### config.mk
export PLATFORM = sky130hd
export DESIGN_NAME = dcache_wb_buffer_flat
export DESIGN_NICKNAME = d
export VERILOG_FILES = /design/src/rtl/dcache_wb_buffer_pkg.sv /design/src/rtl/dcache_wb_buffer_if.sv /design/src/rtl/dcache_wb_buffer_fifo.sv /design/src/rtl/dcache_wb_buffer.sv /design/src/flat_wrapper.sv
export SDC_FILE = /design/constraint.sdc
export NUM_CORES = 1
export LEC_CHECK = 0
export CAP_MARGIN = 20
export CELL_PAD_IN_SITES_DETAIL_PLACEMENT = 0
export CELL_PAD_IN_SITES_GLOBAL_PLACEMENT = 2
export CORE_MARGIN = 2
export CORE_UTILIZATION = 35
export DETAILED_ROUTE_END_ITERATION = 7
export PLACE_DENSITY_LB_ADDON = 0.08
export SYNTH_ARGS = -nofsm -noshare
export SYNTH_HDL_FRONTEND = slang
export SYNTH_SLANG_ARGS = --single-unit
export TNS_END_PERCENT = 5
### constraint.sdc
create_clock -name aclk -period 15.5 [get_ports aclk]
set_input_delay 3.875 -clock aclk [delete_from_list [all_inputs] [get_ports aclk]]
set_output_delay 3.875 -clock aclk [all_outputs]
set_load 0.1 [all_outputs]
### src/rtl/dcache_wb_buffer_pkg.sv
// rtl/dcache_wb_buffer_pkg.sv - shared AXI encodings, write-buffer ID and drain FSM state type
package dcache_wb_buffer_pkg;

    localparam logic [1:0] AXBURST_INCR = 2'b01;
    localparam logic [2:0] AXSIZE_4B    = 3'b010;
    localparam logic [3:0] WB_AXI_ID    = 4'h1;

    // Byte-offset width inside one cache line (32-bit words).
    function automatic int line_off_w(input int line_words);
        return $clog2(line_words * 4);
    endfunction

    typedef enum logic [1:0] {
        ST_IDLE = 2'd0,
        ST_AW   = 2'd1,
        ST_W    = 2'd2,
        ST_B    = 2'd3
    } drain_state_e;

endpackage

### src/rtl/dcache_wb_buffer_if.sv
// rtl/dcache_wb_buffer_if.sv - AXI write-channel bundle (AW, W, B) between buffer and interconnect
interface dcache_wb_buffer_if;
    logic [3:0]  awid;
    logic [31:0] awaddr;
    logic [7:0]  awlen;
    logic [2:0]  awsize;
    logic [1:0]  awburst;
    logic        awvalid;
    logic        awready;
    logic [3:0]  wid;
    logic [31:0] wdata;
    logic [3:0]  wstrb;
    logic        wlast;
    logic        wvalid;
    logic        wready;
    logic [3:0]  bid;
    logic [1:0]  bresp;
    logic        bvalid;
    logic        bready;

    modport master (
        output awid, awaddr, awlen, awsize, awburst, awvalid,
        input  awready,
        output wid, wdata, wstrb, wlast, wvalid,
        input  wready,
        input  bid, bresp, bvalid,
        output bready
    );

    modport slave (
        input  awid, awaddr, awlen, awsize, awburst, awvalid,
        output awready,
        input  wid, wdata, wstrb, wlast, wvalid,
        output wready,
        output bid, bresp, bvalid,
        input  bready
    );
endinterface

### src/rtl/dcache_wb_buffer_fifo.sv
// rtl/dcache_wb_buffer_fifo.sv - evicted-line FIFO with youngest-match line lookup
module wbuf_line_fifo
    import dcache_wb_buffer_pkg::*;
#(
    parameter int DEPTH      = 2,
    parameter int LINE_WORDS = 8
) (
    input  logic                      clk,
    input  logic                      rst_n,
    input  logic                      enq_i,
    input  logic [31:0]               enq_addr_i,
    input  logic [LINE_WORDS*32-1:0]  enq_line_i,
    input  logic                      deq_i,
    output logic                      full_o,
    output logic                      empty_o,
    output logic [31:0]               head_addr_o,
    output logic [LINE_WORDS*32-1:0]  head_line_o,
    input  logic [31:0]               chk_addr_i,
    output logic                      chk_hit_o,
    output logic [LINE_WORDS*32-1:0]  chk_line_o
);
    localparam int IW  = $clog2(DEPTH);
    localparam int PW  = IW + 1;
    localparam int OFF = line_off_w(LINE_WORDS);

    logic [PW-1:0]             head_q, head_d, tail_q, tail_d;
    logic [31:0]               addr_q [DEPTH];
    logic [LINE_WORDS*32-1:0]  line_q [DEPTH];
    logic [PW-1:0]             used;
    logic [IW-1:0]             idx;
    logic                      unused_low_bits;

    assign unused_low_bits = ^{enq_addr_i[OFF-1:0], chk_addr_i[OFF-1:0]};

    assign full_o  = (head_q[IW] != tail_q[IW]) && (head_q[IW-1:0] == tail_q[IW-1:0]);
    assign empty_o = (head_q == tail_q);
    assign used    = tail_q - head_q;
    assign head_addr_o = addr_q[head_q[IW-1:0]];
    assign head_line_o = line_q[head_q[IW-1:0]];

    assign head_d = deq_i ? head_q + PW'(1) : head_q;
    assign tail_d = enq_i ? tail_q + PW'(1) : tail_q;

    always_ff @(posedge clk or negedge rst_n) begin
        if (!rst_n) begin
            head_q <= '0;
            tail_q <= '0;
        end else begin
            head_q <= head_d;
            tail_q <= tail_d;
        end
    end

    // Payload storage needs no reset: every read is qualified by the pointers.
    always_ff @(posedge clk) begin
        if (enq_i) begin
            addr_q[tail_q[IW-1:0]] <= {enq_addr_i[31:OFF], OFF'(0)};
            line_q[tail_q[IW-1:0]] <= enq_line_i;
        end
    end

    // Walk oldest to youngest so the last match (closest to tail) wins.
    always_comb begin
        chk_hit_o  = 1'b0;
        chk_line_o = '0;
        idx        = '0;
        for (int i = 0; i < DEPTH; i++) begin
            idx = head_q[IW-1:0] + IW'(i);
            if ((PW'(i) < used) && (addr_q[idx][31:OFF] == chk_addr_i[31:OFF])) begin
                chk_hit_o  = 1'b1;
                chk_line_o = line_q[idx];
            end
        end
    end

endmodule

### src/rtl/dcache_wb_buffer.sv
// rtl/dcache_wb_buffer.sv - dirty-line write-back buffer draining to AXI as INCR bursts
module dcache_wb_buffer
    import dcache_wb_buffer_pkg::*;
#(
    parameter int         DEPTH      = 2,
    parameter int         LINE_WORDS = 8,
    parameter logic [3:0] AXI_ID     = WB_AXI_ID
) (
    input  logic                      aclk,
    input  logic                      aresetn,
    input  logic                      wb_valid,
    output logic                      wb_ready,
    input  logic [31:0]               wb_addr,
    input  logic [LINE_WORDS*32-1:0]  wb_line,
    input  logic [31:0]               chk_addr,
    output logic                      chk_hit,
    output logic [LINE_WORDS*32-1:0]  chk_line,
    output logic                      wb_empty,
    output logic                      bresp_err,
    dcache_wb_buffer_if.master        axi
);
    localparam int CW = $clog2(LINE_WORDS);

    drain_state_e              state_q, state_d;
    logic [CW-1:0]             cnt_q, cnt_d;
    logic                      fifo_full, fifo_empty, retire, wlast_w;
    logic [31:0]               head_addr;
    logic [LINE_WORDS*32-1:0]  head_line;
    logic                      unused_bid;

    assign unused_bid = ^axi.bid;
    assign wb_ready   = !fifo_full;
    assign retire     = (state_q == ST_B) && axi.bvalid;
    assign wlast_w    = (cnt_q == CW'(LINE_WORDS - 1));
    assign wb_empty   = fifo_empty && (state_q == ST_IDLE);

    wbuf_line_fifo #(
        .DEPTH      (DEPTH),
        .LINE_WORDS (LINE_WORDS)
    ) u_fifo (
        .clk         (aclk),
        .rst_n       (aresetn),
        .enq_i       (wb_valid && !fifo_full),
        .enq_addr_i  (wb_addr),
        .enq_line_i  (wb_line),
        .deq_i       (retire),
        .full_o      (fifo_full),
        .empty_o     (fifo_empty),
        .head_addr_o (head_addr),
        .head_line_o (head_line),
        .chk_addr_i  (chk_addr),
        .chk_hit_o   (chk_hit),
        .chk_line_o  (chk_line)
    );

    always_ff @(posedge aclk or negedge aresetn) begin
        if (!aresetn) begin
            state_q <= ST_IDLE;
            cnt_q   <= '0;
        end else begin
            state_q <= state_d;
            cnt_q   <= cnt_d;
        end
    end

    always_comb begin
        state_d = state_q;
        cnt_d   = cnt_q;
        case (state_q)
            ST_IDLE: if (!fifo_empty) begin
                state_d = ST_AW;
                cnt_d   = '0;
            end
            ST_AW: if (axi.awready) state_d = ST_W;
            ST_W: if (axi.wready) begin
                cnt_d = cnt_q + CW'(1);
                if (wlast_w) begin
                    state_d = ST_B;
                    cnt_d   = '0;
                end
            end
            ST_B: if (axi.bvalid) state_d = ST_IDLE;
            default: state_d = ST_IDLE;
        endcase
    end

    // Payload comes straight from the head entry, which cannot change before
    // its B handshake, so valid/payload stay stable until accepted.
    always_comb begin
        axi.awid    = '0;
        axi.awaddr  = '0;
        axi.awlen   = '0;
        axi.awsize  = '0;
        axi.awburst = '0;
        axi.awvalid = 1'b0;
        axi.wid     = '0;
        axi.wdata   = '0;
        axi.wstrb   = '0;
        axi.wlast   = 1'b0;
        axi.wvalid  = 1'b0;
        axi.bready  = 1'b0;
        bresp_err   = 1'b0;
        case (state_q)
            ST_AW: begin
                axi.awvalid = 1'b1;
                axi.awaddr  = head_addr;
                axi.awlen   = 8'(LINE_WORDS - 1);
                axi.awsize  = AXSIZE_4B;
                axi.awburst = AXBURST_INCR;
                axi.awid    = AXI_ID;
            end
            ST_W: begin
                axi.wvalid = 1'b1;
                axi.wdata  = head_line[32*int'(cnt_q) +: 32];
                axi.wstrb  = 4'hf;
                axi.wlast  = wlast_w;
                axi.wid    = AXI_ID;
            end
            ST_B: begin
                axi.bready = 1'b1;
                bresp_err  = axi.bvalid && (axi.bresp != 2'b00);
            end
            default: ;
        endcase
    end

endmodule

### src/flat_wrapper.sv
// flat-port wrapper written by rule: the top's interface ports become plain ports
module dcache_wb_buffer_flat import dcache_wb_buffer_pkg::*;
#(
    parameter int         DEPTH      = 2,
    parameter int         LINE_WORDS = 8,
    parameter logic [3:0] AXI_ID     = WB_AXI_ID
)
  (aclk, aresetn, wb_valid, wb_ready, wb_addr, wb_line, chk_addr, chk_hit, chk_line, wb_empty, bresp_err, axi_awid, axi_awaddr, axi_awlen, axi_awsize, axi_awburst, axi_awvalid, axi_awready, axi_wid, axi_wdata, axi_wstrb, axi_wlast, axi_wvalid, axi_wready, axi_bid, axi_bresp, axi_bvalid, axi_bready);
  dcache_wb_buffer_if axi_i ();
  input  logic aclk;
  input  logic aresetn;
  input  logic wb_valid;
  output logic wb_ready;
  input  logic [31:0] wb_addr;
  input  logic [LINE_WORDS*32-1:0] wb_line;
  input  logic [31:0] chk_addr;
  output logic chk_hit;
  output logic [LINE_WORDS*32-1:0] chk_line;
  output logic wb_empty;
  output logic bresp_err;
  output wire logic [$bits(axi_i.awid)-1:0] axi_awid;
  output wire logic [$bits(axi_i.awaddr)-1:0] axi_awaddr;
  output wire logic [$bits(axi_i.awlen)-1:0] axi_awlen;
  output wire logic [$bits(axi_i.awsize)-1:0] axi_awsize;
  output wire logic [$bits(axi_i.awburst)-1:0] axi_awburst;
  output wire logic [$bits(axi_i.awvalid)-1:0] axi_awvalid;
  input wire logic [$bits(axi_i.awready)-1:0] axi_awready;
  output wire logic [$bits(axi_i.wid)-1:0] axi_wid;
  output wire logic [$bits(axi_i.wdata)-1:0] axi_wdata;
  output wire logic [$bits(axi_i.wstrb)-1:0] axi_wstrb;
  output wire logic [$bits(axi_i.wlast)-1:0] axi_wlast;
  output wire logic [$bits(axi_i.wvalid)-1:0] axi_wvalid;
  input wire logic [$bits(axi_i.wready)-1:0] axi_wready;
  input wire logic [$bits(axi_i.bid)-1:0] axi_bid;
  input wire logic [$bits(axi_i.bresp)-1:0] axi_bresp;
  input wire logic [$bits(axi_i.bvalid)-1:0] axi_bvalid;
  output wire logic [$bits(axi_i.bready)-1:0] axi_bready;
  assign axi_awid = axi_i.awid;
  assign axi_awaddr = axi_i.awaddr;
  assign axi_awlen = axi_i.awlen;
  assign axi_awsize = axi_i.awsize;
  assign axi_awburst = axi_i.awburst;
  assign axi_awvalid = axi_i.awvalid;
  assign axi_i.awready = axi_awready;
  assign axi_wid = axi_i.wid;
  assign axi_wdata = axi_i.wdata;
  assign axi_wstrb = axi_i.wstrb;
  assign axi_wlast = axi_i.wlast;
  assign axi_wvalid = axi_i.wvalid;
  assign axi_i.wready = axi_wready;
  assign axi_i.bid = axi_bid;
  assign axi_i.bresp = axi_bresp;
  assign axi_i.bvalid = axi_bvalid;
  assign axi_bready = axi_i.bready;
  dcache_wb_buffer #(.DEPTH(DEPTH), .LINE_WORDS(LINE_WORDS), .AXI_ID(AXI_ID)) u_core (.aclk(aclk), .aresetn(aresetn), .wb_valid(wb_valid), .wb_ready(wb_ready), .wb_addr(wb_addr), .wb_line(wb_line), .chk_addr(chk_addr), .chk_hit(chk_hit), .chk_line(chk_line), .wb_empty(wb_empty), .bresp_err(bresp_err), .axi(axi_i));
endmodule
Yosys cells after proc, flatten, opt, wreduce, memory -nomap -nowiden

Memories as Yosys holds them, arrays and structs flattened.
Index checks and enable logic that the tools add are counted.

$add $sub $neg: 5
Mux-type cells: 29
Equality and inequality tests: 14
Shift operators: 1
Magnitude comparators: 2
Reduce and logical (&&, ||, !) cells: 13

Operators by type and width:

| kind                | number |
|---|---|
| $mux 256            | 2 |
| $shiftx 256x9->32   | 1 |
| $mux 32             | 2 |
| $eq 27x27->1        | 2 |
| $mux 1              | 12 |
| $mux 2              | 6 |
| $mux 3              | 4 |
| $ne 2x2->1 const B  | 4 |
| $pmux 2 s4          | 1 |
| $logic_and 1x1->1   | 7 |
| $pmux 3 s2          | 1 |
| $reduce_and 5->1    | 1 |
| $add 2x1->2 const B | 2 |
| $eq 2x2->1 const B  | 2 |
| $lt 1x2->1 const A  | 2 |
| $mux 4              | 1 |
| $reduce_bool 2->1   | 2 |
| $add 3x1->3 const B | 1 |
| $eq 3x3->1 const B  | 1 |
| $reduce_and 3->1    | 1 |
| $eq 2x1->1 const B  | 1 |
| $eq 2x2->1          | 1 |
| $logic_not 2->1     | 1 |
| $ne 2x1->1 const B  | 1 |
| other kinds (5)     | 5 |

Flip-flop bits (word level): 9
Input bits: 332
Output and inout bits: 353
Bits in writable memories: 566
Memories kept: 2
Word-level logic and storage cells: 70

Memory list:

| memory               | words | width | read ports | clocked after memory_dff | write ports | line                        | RTL |
|---|---|---|---|---|---|---|---|
| u_core.u_fifo.line_q | 2     | 256   | 2          | 0                        | 1           | dcache_wb_buffer_fifo.sv:28 | `logic [LINE_WORDS*32-1:0] line_q [DEPTH];` |
| u_core.u_fifo.addr_q | 2     | 27    | 2          | 0                        | 1           | dcache_wb_buffer_fifo.sv:27 | `logic [31:0] addr_q [DEPTH];` |

Logic depth before layout (Yosys ltp)

Gate-level depths: netlist of run 1.

Word-level depth: 6
Depth in mapped cells: 12
Mapped depth without buffers: 8

Modules after synthesis

From an unflattened synthesis of run 1, not the netlist that was laid out.

Cells, all modules: 2472
Area total of the unflattened synthesis: 33255.6 um^2

Modules (own cells, without submodules):

| module           | instances | sequential area each (um^2) | cells each | area an instance (um^2) |
|---|---|---|---|---|
| wbuf_line_fifo   | 1         | 17096.4                     | 2226       | 30451.7 |
| dcache_wb_buffer | 1         | 125.1                       | 246        | 2803.9 |

Least setup slack after synthesis of run 1

No wires, ideal clock.

Path kind: input -> register
Start: in wb_valid
End: mem u_core.u_fifo.addr_q[1][0] (netlist bit), enable pin
Arrival time: 15793 ps
Path slack: -1230 ps
Data required time: 14563 ps
Path buffers: 0
Cell stages on the path: 2
Setup time: 937 ps
Path through: nand2_1 > nor2_1

Word-level cells in the longest chain between the ends: 3

Ends and longest elaborated chain:

| item                         | line                        | RTL |
|---|---|---|
| start: declaration           | flat_wrapper.sv:12          | `input logic wb_valid;` |
| $logic_and 1x1->1            | dcache_wb_buffer.sv:43      | `.enq_i (wb_valid && !fifo_full),` |
| $mux 1                       | dcache_wb_buffer_fifo.sv:56 | `if (enq_i) begin` |
| $mux 1 (not written as such) | dcache_wb_buffer_fifo.sv:57 | `addr_q[tail_q[IW-1:0]] <= {enq_addr_i[31:OFF], OFF'(0)};` |
| end: declaration             | dcache_wb_buffer_fifo.sv:27 |  |

No other way between the ends.

Worst setup path after layout of run 1

Start: in chk_addr[27]
End: out chk_line[127]

Word-level cells in the longest chain between the ends: 4
Elaborated cells on any way between the ends: 6
Those cells by class: eq/ne: 2; mux: 2; reduce/logical: 2

Ends and longest elaborated chain:

| item               | line                        | RTL |
|---|---|---|
| start: declaration | flat_wrapper.sv:16          | `input logic [31:0] chk_addr;` |
| $eq 27x27->1       | dcache_wb_buffer_fifo.sv:69 | `if ((PW'(i) < used) && (addr_q[idx][31:OFF] == chk_addr_i[31:OFF])) begin` |
| $logic_and 1x1->1  | dcache_wb_buffer_fifo.sv:69 |  |
| $mux 256           | dcache_wb_buffer_fifo.sv:69 |  |
| $mux 256 *         | dcache_wb_buffer_fifo.sv:69 |  |
| end: declaration   | flat_wrapper.sv:18          | `output logic [LINE_WORDS*32-1:0] chk_line;` |

Mark *: on every way between the ends. The rest lies on a longest branch, timed or not.

==> results of run 1 <==
-- cells by family after synthesis --
kind of cell | Yosys count | synth area share
and+or+nand+nor | 609 | 0.1017
AOI/OAI and AO/OA | 9 | 0.001722
muxes | 982 | 0.3204
other | 1 | 0.0001122
xor gates and xnor gates | 60 | 0.01572
DFF | 575 | 0.5151
buffers and inverters | 268 | 0.04267
adders and majority gates | 7 | 0.002620
-- cell type report --
cell class / count / area, µm² / share of cell area
flip-flops and latches: 575 / 17230 / 0.3997
multi-input cells: 1686 / 14890 / 0.3453
repair buffers: 688 / 7032 / 0.1631
clock buffers: 96 / 2083 / 0.04832
well taps: 1265 / 1583 / 0.03671
clock inverters: 30 / 240.2 / 0.005572
diodes: 14 / 35.03 / 0.0008125
inverters: 6 / 22.52 / 0.0005223
-- routing by layer --
metal	share of wire	GRT usage	vias up
met3	0.069	0.06206	150
met2	0.50	0.4200	713
met1	0.41	0.3075	11839
met4	0.026	0.07884	26
li1	-	-	10637
met5	0.0014	0	-
-- through the flow --
step	hold slack, ps	setup slack, ps
2_1_floorplan	460.4	-1192
3_3_place_gp	479.0	2920
3_5_place_dp	481.5	2921
4_1_cts	490.8	2915
5_1_grt	508.1	2800
6_report	487.1	2877
-- power breakdown --
group          internal [mW]  switching [mW]  leakage, nW  total [mW]
Sequential              2.27           0.230         5.36        2.50
Combinational           1.39            2.71         7.47        4.10
Clock                   1.01           0.680         1.14        1.69
-- state kept, by name, indices dropped and copies added, names as in the netlist --
| signal | flops |
|---|---|
| u_core.u_fifo.addr_q | 54 |
| u_core.u_fifo.line_q | 512 |
| u_core.state_q | 2 |
| u_core.u_fifo.head_q | 2 |
| u_core.u_fifo.tail_q | 2 |
| u_core.cnt_q | 3 |
-- how the worst min path moves through the flow --
stage	from	cells after the start	end	slack, ps
after detailed placement	u_core.u_fifo.head_q[1]$_DFFE_PN0P_	1	u_core.u_fifo.head_q[1]$_DFFE_PN0P_	480
final	u_core.u_fifo.head_q[1]$_DFFE_PN0P_	1	u_core.u_fifo.head_q[1]$_DFFE_PN0P_	490
after global placement	u_core.u_fifo.tail_q[1]$_DFFE_PN0P_	1	u_core.u_fifo.tail_q[1]$_DFFE_PN0P_	480
after CTS	u_core.u_fifo.tail_q[1]$_DFFE_PN0P_	1	u_core.u_fifo.tail_q[1]$_DFFE_PN0P_	490
after global routing	u_core.u_fifo.tail_q[1]$_DFFE_PN0P_	1	u_core.u_fifo.tail_q[1]$_DFFE_PN0P_	510
after floorplan	u_core.u_fifo.tail_q[1]$_DFFE_PN0P_	1	u_core.u_fifo.tail_q[1]$_DFFE_PN0P_	460
-- critical path, delay by kind of cell --
family	cells	cell delay, ps
xor gates and xnor gates	1	170
buffers and inverters	4	2690
muxes	1	400
and+or+nand+nor	3	1230
-- layout by cell type, fill, tap and decap left out, drive strengths merged --
master,n
nand3,257
or3,256
or2,1
ha,7
nand4,5
xnor2,46
nor2,33
o22ai,1
clkinv,26
nor2b,1
buf,38
o21ai,4
xor2,14
inv,6
nor3b,1
a21oi,1
conb,19
mux2,384
nor4,11
and2,33
nand2,8
nor3,3
bufinv,4
clkdlybuf4s50,650
a22o,3
clkbuf,96
mux4,32
diode,14
dfrtp,9
edfxtp,566
mux2i,566
==> reports/qor.yml, run 1 <==
postRouteWirelength_mm: 125.4
clk_latency_ps: 630
antenna_found_initial: 31
cts_buffer_depth: 3
nFillCells: 8644
drive_gt1_frac: 0.1831
wl_per_cell_um: 28.76
grt_usage: 0.2471
fin_tns_setup_ps: 0
yosysWarnings: 0
synth_area_mm2: 0.03343
drc: 0
die_w_um: 313.1
yosysSeqAreaShare: 0.5151
finalHoldViolations: 0
cts_made_buffers: 75
routed-via-count: 23365
worstPathRequired_ps: 11620
path_cells: "clkdlybuf4s50_1, xnor2_1, nor4_1, nand4_1, nor4_2, buf_12, buf_12, mux2i_1, clkdlybuf4s50_1"
maxSlewViolCount: 0
path_clk_slew_ps: 50
vias_per_cell: 5.359
arrival_ps: 8750
start_util: 0.3524
grt_overflow: 0
ys_seq_elements: 575
p_per_area_mw_per_mm2: 192.3
portBuffers: 651
rsz0062_at_grt: "false"
startpoint: "chk_addr[27]"
nets: 3371
grt_pass1_vias: 23781
design_area_mm2: 0.04312
cts_tree: "done"
dieArea_mm2: 0.09800
netlist_instances: 2511
ys.flop_type: "edfxtp_1"
synth_edf_count: 566
slowest_stage: "clkdlybuf4s50_1"
rows: 113
cp-start-kind: "primary input"
dp_hpwl_mm: 82.32
instances_no_fill: 4360
layout_min_cycle_time_ps: 12620
cts_root_buffer: "clkbuf_16"
num_io_pins: 685
async_flop_share: 0.01565
numClockSinks: 575
hold_path_class: "register to register"
slowest_delay_ps: 1270
yosysTopAreaCell: "edfxtp_1"
status: "complete, no violations"
max-vdd-ir-drop_uv: 164.7
r2r_slack_ps: 10840
synth_top_area_frac: 0.5084
max_freq_mhz: 79.22
coreArea_mm2: 0.09487
critPathMaxFanout: 114
worstReg2RegStart: "u_core.u_fifo.head_q[0]$_DFFE_PN0P_"
h-tree-depth: 3
rr_endpoint: "u_core.u_fifo.line_q[1][131]$_DFFE_PP_"
setup_viol: 0
post_cts_resized: 0
postCtsHoldBufs: 0
die_h_um: 313.1
area_growth_pct: 28.97
final_util: 0.4545
max_slew_margin: 0.1490
grt_pass1_wl_mm: 173.7
antenna_left: 0
finalPower_mw: 8.292
cp-end-kind: "output port"
drt_first_pass_iters: 5
placed_area_mm2: 0.04067
place_inst: 4216
finalCritPeriodShare: 0.8144
drt-initial-drc-count: 1397
synth.top_cells.by_count: "edfxtp_1 (566), mux2i_1 (566), mux2_2 (384)"
drv_cap: 0
place_congestion: 0.7902
yosysUniqueCellTypes: 33
postCtsSetupBuffers: 0
grt_max_degree: 208
endpoint: "chk_line[127]"
cellLeakagePower_nw: 13.97
tightest_slew_ps: 1277
avgSynthCellArea_um2: 13.31
skew_ps: 9.832
synth_area_leaders: "edfxtp_1 (51%), mux2i_1 (17%), mux2_2 (13%)"
reg2reg_depth: 7
worst-setup-path-type: "primary input to output port"
No activity file was read; power rests on OpenSTA's default activity.
==> inputs of run 2 (changes only) <==
--- a/config.mk
+++ b/config.mk
@@ -9,7 +9,7 @@
 export CELL_PAD_IN_SITES_DETAIL_PLACEMENT = 0
 export CELL_PAD_IN_SITES_GLOBAL_PLACEMENT = 2
 export CORE_MARGIN = 2
-export CORE_UTILIZATION = 35
+export CORE_UTILIZATION = 32
 export DETAILED_ROUTE_END_ITERATION = 7
 export PLACE_DENSITY_LB_ADDON = 0.08
 export SYNTH_ARGS = -nofsm -noshare
==> constraint.sdc (replaced) <==
create_clock -name aclk -period 10.1 [get_ports aclk]
set_input_delay 2.525 -clock aclk [delete_from_list [all_inputs] [get_ports aclk]]
set_output_delay 2.525 -clock aclk [all_outputs]
set_load 0.1 [all_outputs]
==> reports/qor.yml, run 2 (same netlist as run 1, synthesis figures left out) <==
cp-start-kind: "primary input"  # unchanged
cp-end-kind: "output port"  # unchanged
rsz0062_at_grt: "false"  # unchanged
cts_buffer_depth: 3  # unchanged
final_util: 0.4277  # was 0.4545
antenna_found_initial: 39  # was 31
h-tree-depth: 3  # unchanged
coreArea_mm2: 0.1036  # was 0.09487 mm²
cts_made_buffers: 74  # was 75
worstHoldStart: "u_core.u_fifo.head_q[1]$_DFFE_PN0P_"  # unchanged
postRouteWirelength_mm: 128.8  # was 125.4 mm
post_cts_resized: 0  # unchanged
worst-setup-path-type: "primary input to output port"  # unchanged
wl_per_cell_um: 28.62  # was 28.76 µm
worstReg2RegStart: "u_core.u_fifo.head_q[0]$_DFFE_PN0P_"  # unchanged
design_area_mm2: 0.04433  # was 0.04312 mm²
grt_usage: 0.2325  # was 0.2471
p_per_area_mw_per_mm2: 285.8  # was 192.3 mW/mm²
seqCellArea_mm2: 0.01723  # unchanged
hold_path_class: "register to register"  # unchanged
arrival_ps: 6210  # was 8750 ps
finalHoldViolations: 0  # unchanged
startpoint: "chk_addr[12]"  # was chk_addr[27]
drt_first_pass_iters: 5  # unchanged
antenna_left: 0  # unchanged
drive_gt1_frac: 0.2680  # was 0.1831
place_congestion: 0.7986  # was 0.7902
max_freq_mhz: 114.5
grt_pass1_wl_mm: 178.4  # was 173.7 mm
slowest_delay_ps: 610  # was 1270 ps
max_slew_margin: 0.1341  # was 0.1490
nFillCells: 9541  # was 8644
clk_latency_ps: 660  # was 630 ps
grt_overflow: 0  # unchanged
layout_common_cells: "mux2i_1 (566), edfxtp_1 (566), clkdlybuf4s50_1 (394), mux2_2 (384), nand3_1 (257)"  # was clkdlybuf4s50_1 (650), mux2i_1 (566), edfxtp_1 (566), mux2_2 (384), nand3_1 (257)
drt-initial-drc-count: 1232  # was 1397
grt_pass1_vias: 24260  # was 23781
drv_cap: 0  # unchanged
tightest_slew_ps: 1299  # was 1277 ps
critPathMaxFanout: 48  # was 114
multi_input_area_mm2: 0.01489  # unchanged
area_growth_pct: 32.61  # was 28.97%
die_h_um: 327.2  # was 313.1 µm
nets: 3386  # was 3371
cts_root_buffer: "clkbuf_16"  # unchanged
cellLeakagePower_nw: 14.88  # was 13.97 nW
worstPathRequired_ps: 7580  # was 11620 ps
path_clk_slew_ps: 60  # was 50 ps
postCtsHoldBufs: 0  # unchanged
layout_min_cycle_time_ps: 8733
dieArea_mm2: 0.1071  # was 0.09800 mm²
postCtsSetupBuffers: 0  # unchanged
die_w_um: 327.2  # was 313.1 µm
maxSlewViolCount: 0  # unchanged
drc: 0  # unchanged
vias_per_cell: 5.222  # was 5.359
start_util: 0.3226  # was 0.3524
portBuffers: 651  # unchanged
grt_max_degree: 161  # was 208
num_io_pins: 685  # unchanged
placed_area_mm2: 0.04204  # was 0.04067 mm²
slowest_stage: "nor4_2"  # was clkdlybuf4s50_1
status: "complete, no violations"  # unchanged
finalCritPeriodShare: 0.8646
setup_viol: 0  # unchanged
path_cells: "clkdlybuf4s50_1, xnor2_1, nor4_1, nand4_1, nor4_2, buf_12, buf_4, mux2i_1, buf_4"  # was clkdlybuf4s50_1, xnor2_1, nor4_1, nand4_1, nor4_2, buf_12, buf_12, mux2i_1, clkdlybuf4s50_1
rows: 118  # was 113
cts_tree: "done"  # unchanged
max-vdd-ir-drop_uv: 524.1  # was 164.7 µV
skew_ps: 26.47  # was 9.832 ps
largest_reg_flops: 512  # unchanged
dp_hpwl_mm: 86.49  # was 82.32 mm
path_common_cell: "buf_4"
routed-via-count: 23506  # was 23365
numClockSinks: 575  # unchanged
==> run 2: cell types whose count changed in the layout (fill, tap and decap cells not counted), sizes merged <==
cell           delta
diode             +3
clkinvlp          +1
buf             +272
clkbuf            -1
clkinv            +6
clkdlybuf4s50   -256
bufinv            -3
inv               +4
==> run 2: power by group <==
group / switching, mW / internal [mW] / total, mW / leakage [nW]
Combinational: 4.16 / 2.17 / 6.33 / 8.46
Sequential: 0.383 / 3.49 / 3.88 / 5.36
Clock: 1.07 / 1.39 / 2.46 / 1.06
Total: 5.62 / 7.05 / 12.7 / 14.9
==> run 2: metrics by stage <==
step | setup TNS, ps | cells | total power, mW | hold WS, ps | setup slack (ps)
final | 0 | 4501 | 12.67 | 490.4 | 1367
after global routing | 0 | 4495 | 13.27 | 534.9 | 1223
after CTS | 0 | 4481 | 12.85 | 496.7 | 1298
after detailed placement | 0 | 4348 | 10.33 | 484.3 | 1298
after global placement | 0 | 4342 | 10.21 | 472.9 | 1360
after floorplan | -126560 | 2529 | 8.288 | 460.4 | -447.2
==> run 2: critical path, delay by kind of cell <==
kind	cells	cell delay (ps)
buffers and inverters	4	1740
muxes	1	360
xor gates and xnor gates	1	150
and+or+nand+nor	3	1340
==> run 2: final timing paths <==
path                                                          endpoint  slack [ps]  cells past startpoint
worst max-delay path                                     chk_line[119]        1370                      9
worst min-delay path               u_core.u_fifo.head_q[1]$_DFFE_PN0P_         490                      1
worst max register to register  u_core.u_fifo.line_q[1][172]$_DFFE_PP_        6330                      6
max in group asynchronous                  u_core.cnt_q[0]$_DFFE_PN0P_        7520                      1
worst min register to register     u_core.u_fifo.head_q[1]$_DFFE_PN0P_         490                      1
min in group asynchronous          u_core.u_fifo.tail_q[1]$_DFFE_PN0P_        2210                      1
==> run 2: layout make-up <==
type                       count  area share
sequential                   575      0.3887
tap                         1380     0.03895
clock buffer                  95     0.04403
multi-input combinational   1686      0.3359
inverter                       6   0.0005080
clock inverter                38    0.005193
antenna                       17   0.0009596
timing repair buffer         704      0.1858
==> run 2: routing by layer <==
metal  wire length, µm  part of all wire  track usage
met1             52490              0.41       0.2852
met2             62480              0.48       0.3851
met3              9364             0.073      0.06770
met4              4156             0.032      0.08835
met5               348            0.0027     0.007986
==> inputs of run 3 (changes only) <==
--- a/config.mk
+++ b/config.mk
@@ -11,6 +11,7 @@
 export CORE_MARGIN = 2
 export CORE_UTILIZATION = 32
 export DETAILED_ROUTE_END_ITERATION = 7
+export GPL_ROUTABILITY_DRIVEN = 0
 export PLACE_DENSITY_LB_ADDON = 0.08
 export SYNTH_ARGS = -nofsm -noshare
 export SYNTH_HDL_FRONTEND = slang
==> constraint.sdc (replaced) <==
create_clock -name aclk -period 10.1 [get_ports aclk]
set_input_delay 2.525 -clock aclk [delete_from_list [all_inputs] [get_ports aclk]]
set_output_delay 2.525 -clock aclk [all_outputs]
set_load 0.05 [all_outputs]
==> reports/qor.yml, run 3 (same netlist as run 1, synthesis figures left out) <==
status: "complete, no violations"  # unchanged
tightest_slew_ps: 1209  # was 1299 ps
rsz0062_at_grt: "false"  # unchanged
wl_per_cell_um: 28.65  # was 28.62 µm
dp_hpwl_mm: 87.09  # was 86.49 mm
r2r_slack_ps: 6500  # was 6330 ps
cts_tree: "done"  # unchanged
multi_input_area_mm2: 0.01489  # unchanged
finalHoldViolations: 0  # unchanged
placed_area_mm2: 0.04200  # was 0.04204 mm²
design_area_mm2: 0.04425  # was 0.04433 mm²
final_util: 0.4269  # was 0.4277
hold_path_class: "register to register"  # unchanged
met3_usage: 0.06709  # was 0.06770
finalCritPeriodShare: 0.8797  # was 0.8646
coreArea_mm2: 0.1036  # unchanged
postRouteWirelength_mm: 128.5  # was 128.8 mm
grt_busiest_layer: "met2"  # unchanged
layout_common_cells: "mux2i_1 (566), edfxtp_1 (566), clkdlybuf4s50_1 (515), mux2_2 (384), nand3_1 (257)"  # was mux2i_1 (566), edfxtp_1 (566), clkdlybuf4s50_1 (394), mux2_2 (384), nand3_1 (257)
skew_ps: 19.98  # was 26.47 ps
grt_max_degree: 153  # was 161
postCtsSetupBuffers: 0  # unchanged
die_h_um: 327.2  # unchanged
cts_buffer_depth: 3  # unchanged
path_clk_slew_ps: 50  # was 60 ps
setup_viol: 0  # unchanged
area_growth_pct: 32.36  # was 32.61%
portBuffers: 651  # unchanged
drive_gt1_frac: 0.2259  # was 0.2680
drv_cap: 0  # unchanged
worst-setup-path-type: "primary input to output port"  # unchanged
drt_first_pass_iters: 5  # unchanged
p_per_area_mw_per_mm2: 274.0  # was 285.8 mW/mm²
cp-start-kind: "primary input"  # unchanged
met1_usage: 0.2841  # was 0.2852
postCtsHoldBufs: 0  # unchanged
grt_pass1_vias: 24096  # was 24260
critPathMaxFanout: 75  # was 48
grt_pass1_wl_mm: 177.5  # was 178.4 mm
worstPathRequired_ps: 7580  # about the same
die_w_um: 327.2  # unchanged
cts_made_buffers: 75  # was 74
cellLeakagePower_nw: 14.53  # was 14.88 nW
num_io_pins: 685  # unchanged
rows: 118  # unchanged
finalPower_mw: 12.12  # was 12.67 mW
vias_per_cell: 5.222  # about the same
start_util: 0.3226  # unchanged
max_slew_margin: 0.1942  # was 0.1341
nets: 3381  # was 3386
antenna_left: 0  # unchanged
use_met2: 0.3786  # was 0.3851
grt_usage: 0.2314  # was 0.2325
max-vdd-ir-drop_uv: 380.9  # was 524.1 µV
dieArea_mm2: 0.1071  # unchanged
maxSlewViolCount: 0  # unchanged
nFillCells: 9590  # was 9541
routed-via-count: 23414  # was 23506
largest_reg_flops: 512  # unchanged
clk_latency_ps: 650  # was 660 ps
cts_root_buffer: "clkbuf_16"  # unchanged
drc: 0  # unchanged
antenna_found_initial: 35  # was 39
drt-initial-drc-count: 1334  # was 1232
holdWs_ps: 498.2  # was 490.4 ps
cp-end-kind: "output port"  # unchanged
place_inst: 4345  # was 4348
numClockSinks: 575  # unchanged
post_cts_resized: 0  # unchanged
h-tree-depth: 3  # unchanged
max_freq_mhz: 112.5  # was 114.5 MHz
arrival_ps: 6360  # was 6210 ps
layout_min_cycle_time_ps: 8885  # was 8733 ps
seqCellArea_mm2: 0.01723  # unchanged
instances_no_fill: 4484  # was 4501
grt_overflow: 0  # unchanged
[run 3: cell types whose count changed in the layout (fill, tap and decap cells not counted), moves of 2 or more]
cell / before / now
buf_12: 154 / 127
buf_16: 2 / 0
buf_4: 154 / 55
clkbuf_16: 75 / 79
clkdlybuf4s50_1: 394 / 515
clkinv_2: 10 / 5
clkinv_8: 2 / 0
diode_2: 17 / 10
inv_6: 4 / 1
[run 3: through the flow]
step	TNS (ps)	setup slack (ps)
after global placement	0	781.5
after CTS	0	1247
after global routing	0	1156
after floorplan	-120620	-426.2
final	0	1215
after detailed placement	0	1247
[run 3: where the power goes]
part / total (mW) / internal (mW) / switching (mW)
logic: 5.77 / 2.11 / 3.66
registers: 3.85 / 3.49 / 0.360
clock network: 2.51 / 1.47 / 1.04
[run 3: cell type report]
cell class | instances | area share
multi-input cells | 1686 | 0.3365
clock inverters | 29 | 0.003902
repair buffers | 698 | 0.1836
flip-flops and latches | 575 | 0.3894
inverters | 6 | 0.0005090
clock buffers | 100 | 0.04646
diodes | 10 | 0.0005655
well taps | 1380 | 0.03902
[run 3: path summary, 6_finish.rpt]
check | to | startpoint | cells past startpoint
worst max-delay path | chk_line[34] | chk_addr[27] | 9
worst min-delay path | u_core.u_fifo.tail_q[1]$_DFFE_PN0P_ | u_core.u_fifo.tail_q[1]$_DFFE_PN0P_ | 1
worst max register to register | u_core.u_fifo.line_q[1][178]$_DFFE_PP_ | u_core.u_fifo.head_q[0]$_DFFE_PN0P_ | 6
worst min register to register | u_core.u_fifo.tail_q[1]$_DFFE_PN0P_ | u_core.u_fifo.tail_q[1]$_DFFE_PN0P_ | 1
max in group asynchronous | u_core.u_fifo.head_q[0]$_DFFE_PN0P_ | aresetn | 1
min in group asynchronous | u_core.u_fifo.head_q[1]$_DFFE_PN0P_ | aresetn | 1
[run 3: metal layers]
metal | part of all wire | wire length (µm)
met5 | 0.0015 | 192
met1 | 0.41 | 52210
met3 | 0.074 | 9566
met4 | 0.043 | 5557
met2 | 0.47 | 60940
[run 3: worst max-delay path: stages]
cell	delay [ps]
clkdlybuf4s50_1	490
xnor2_1	180
nor4_1	530
nand4_1	210
nor4_2	290
buf_4	290
buf_12	470
mux2i_1	290
clkdlybuf4s50_1	940
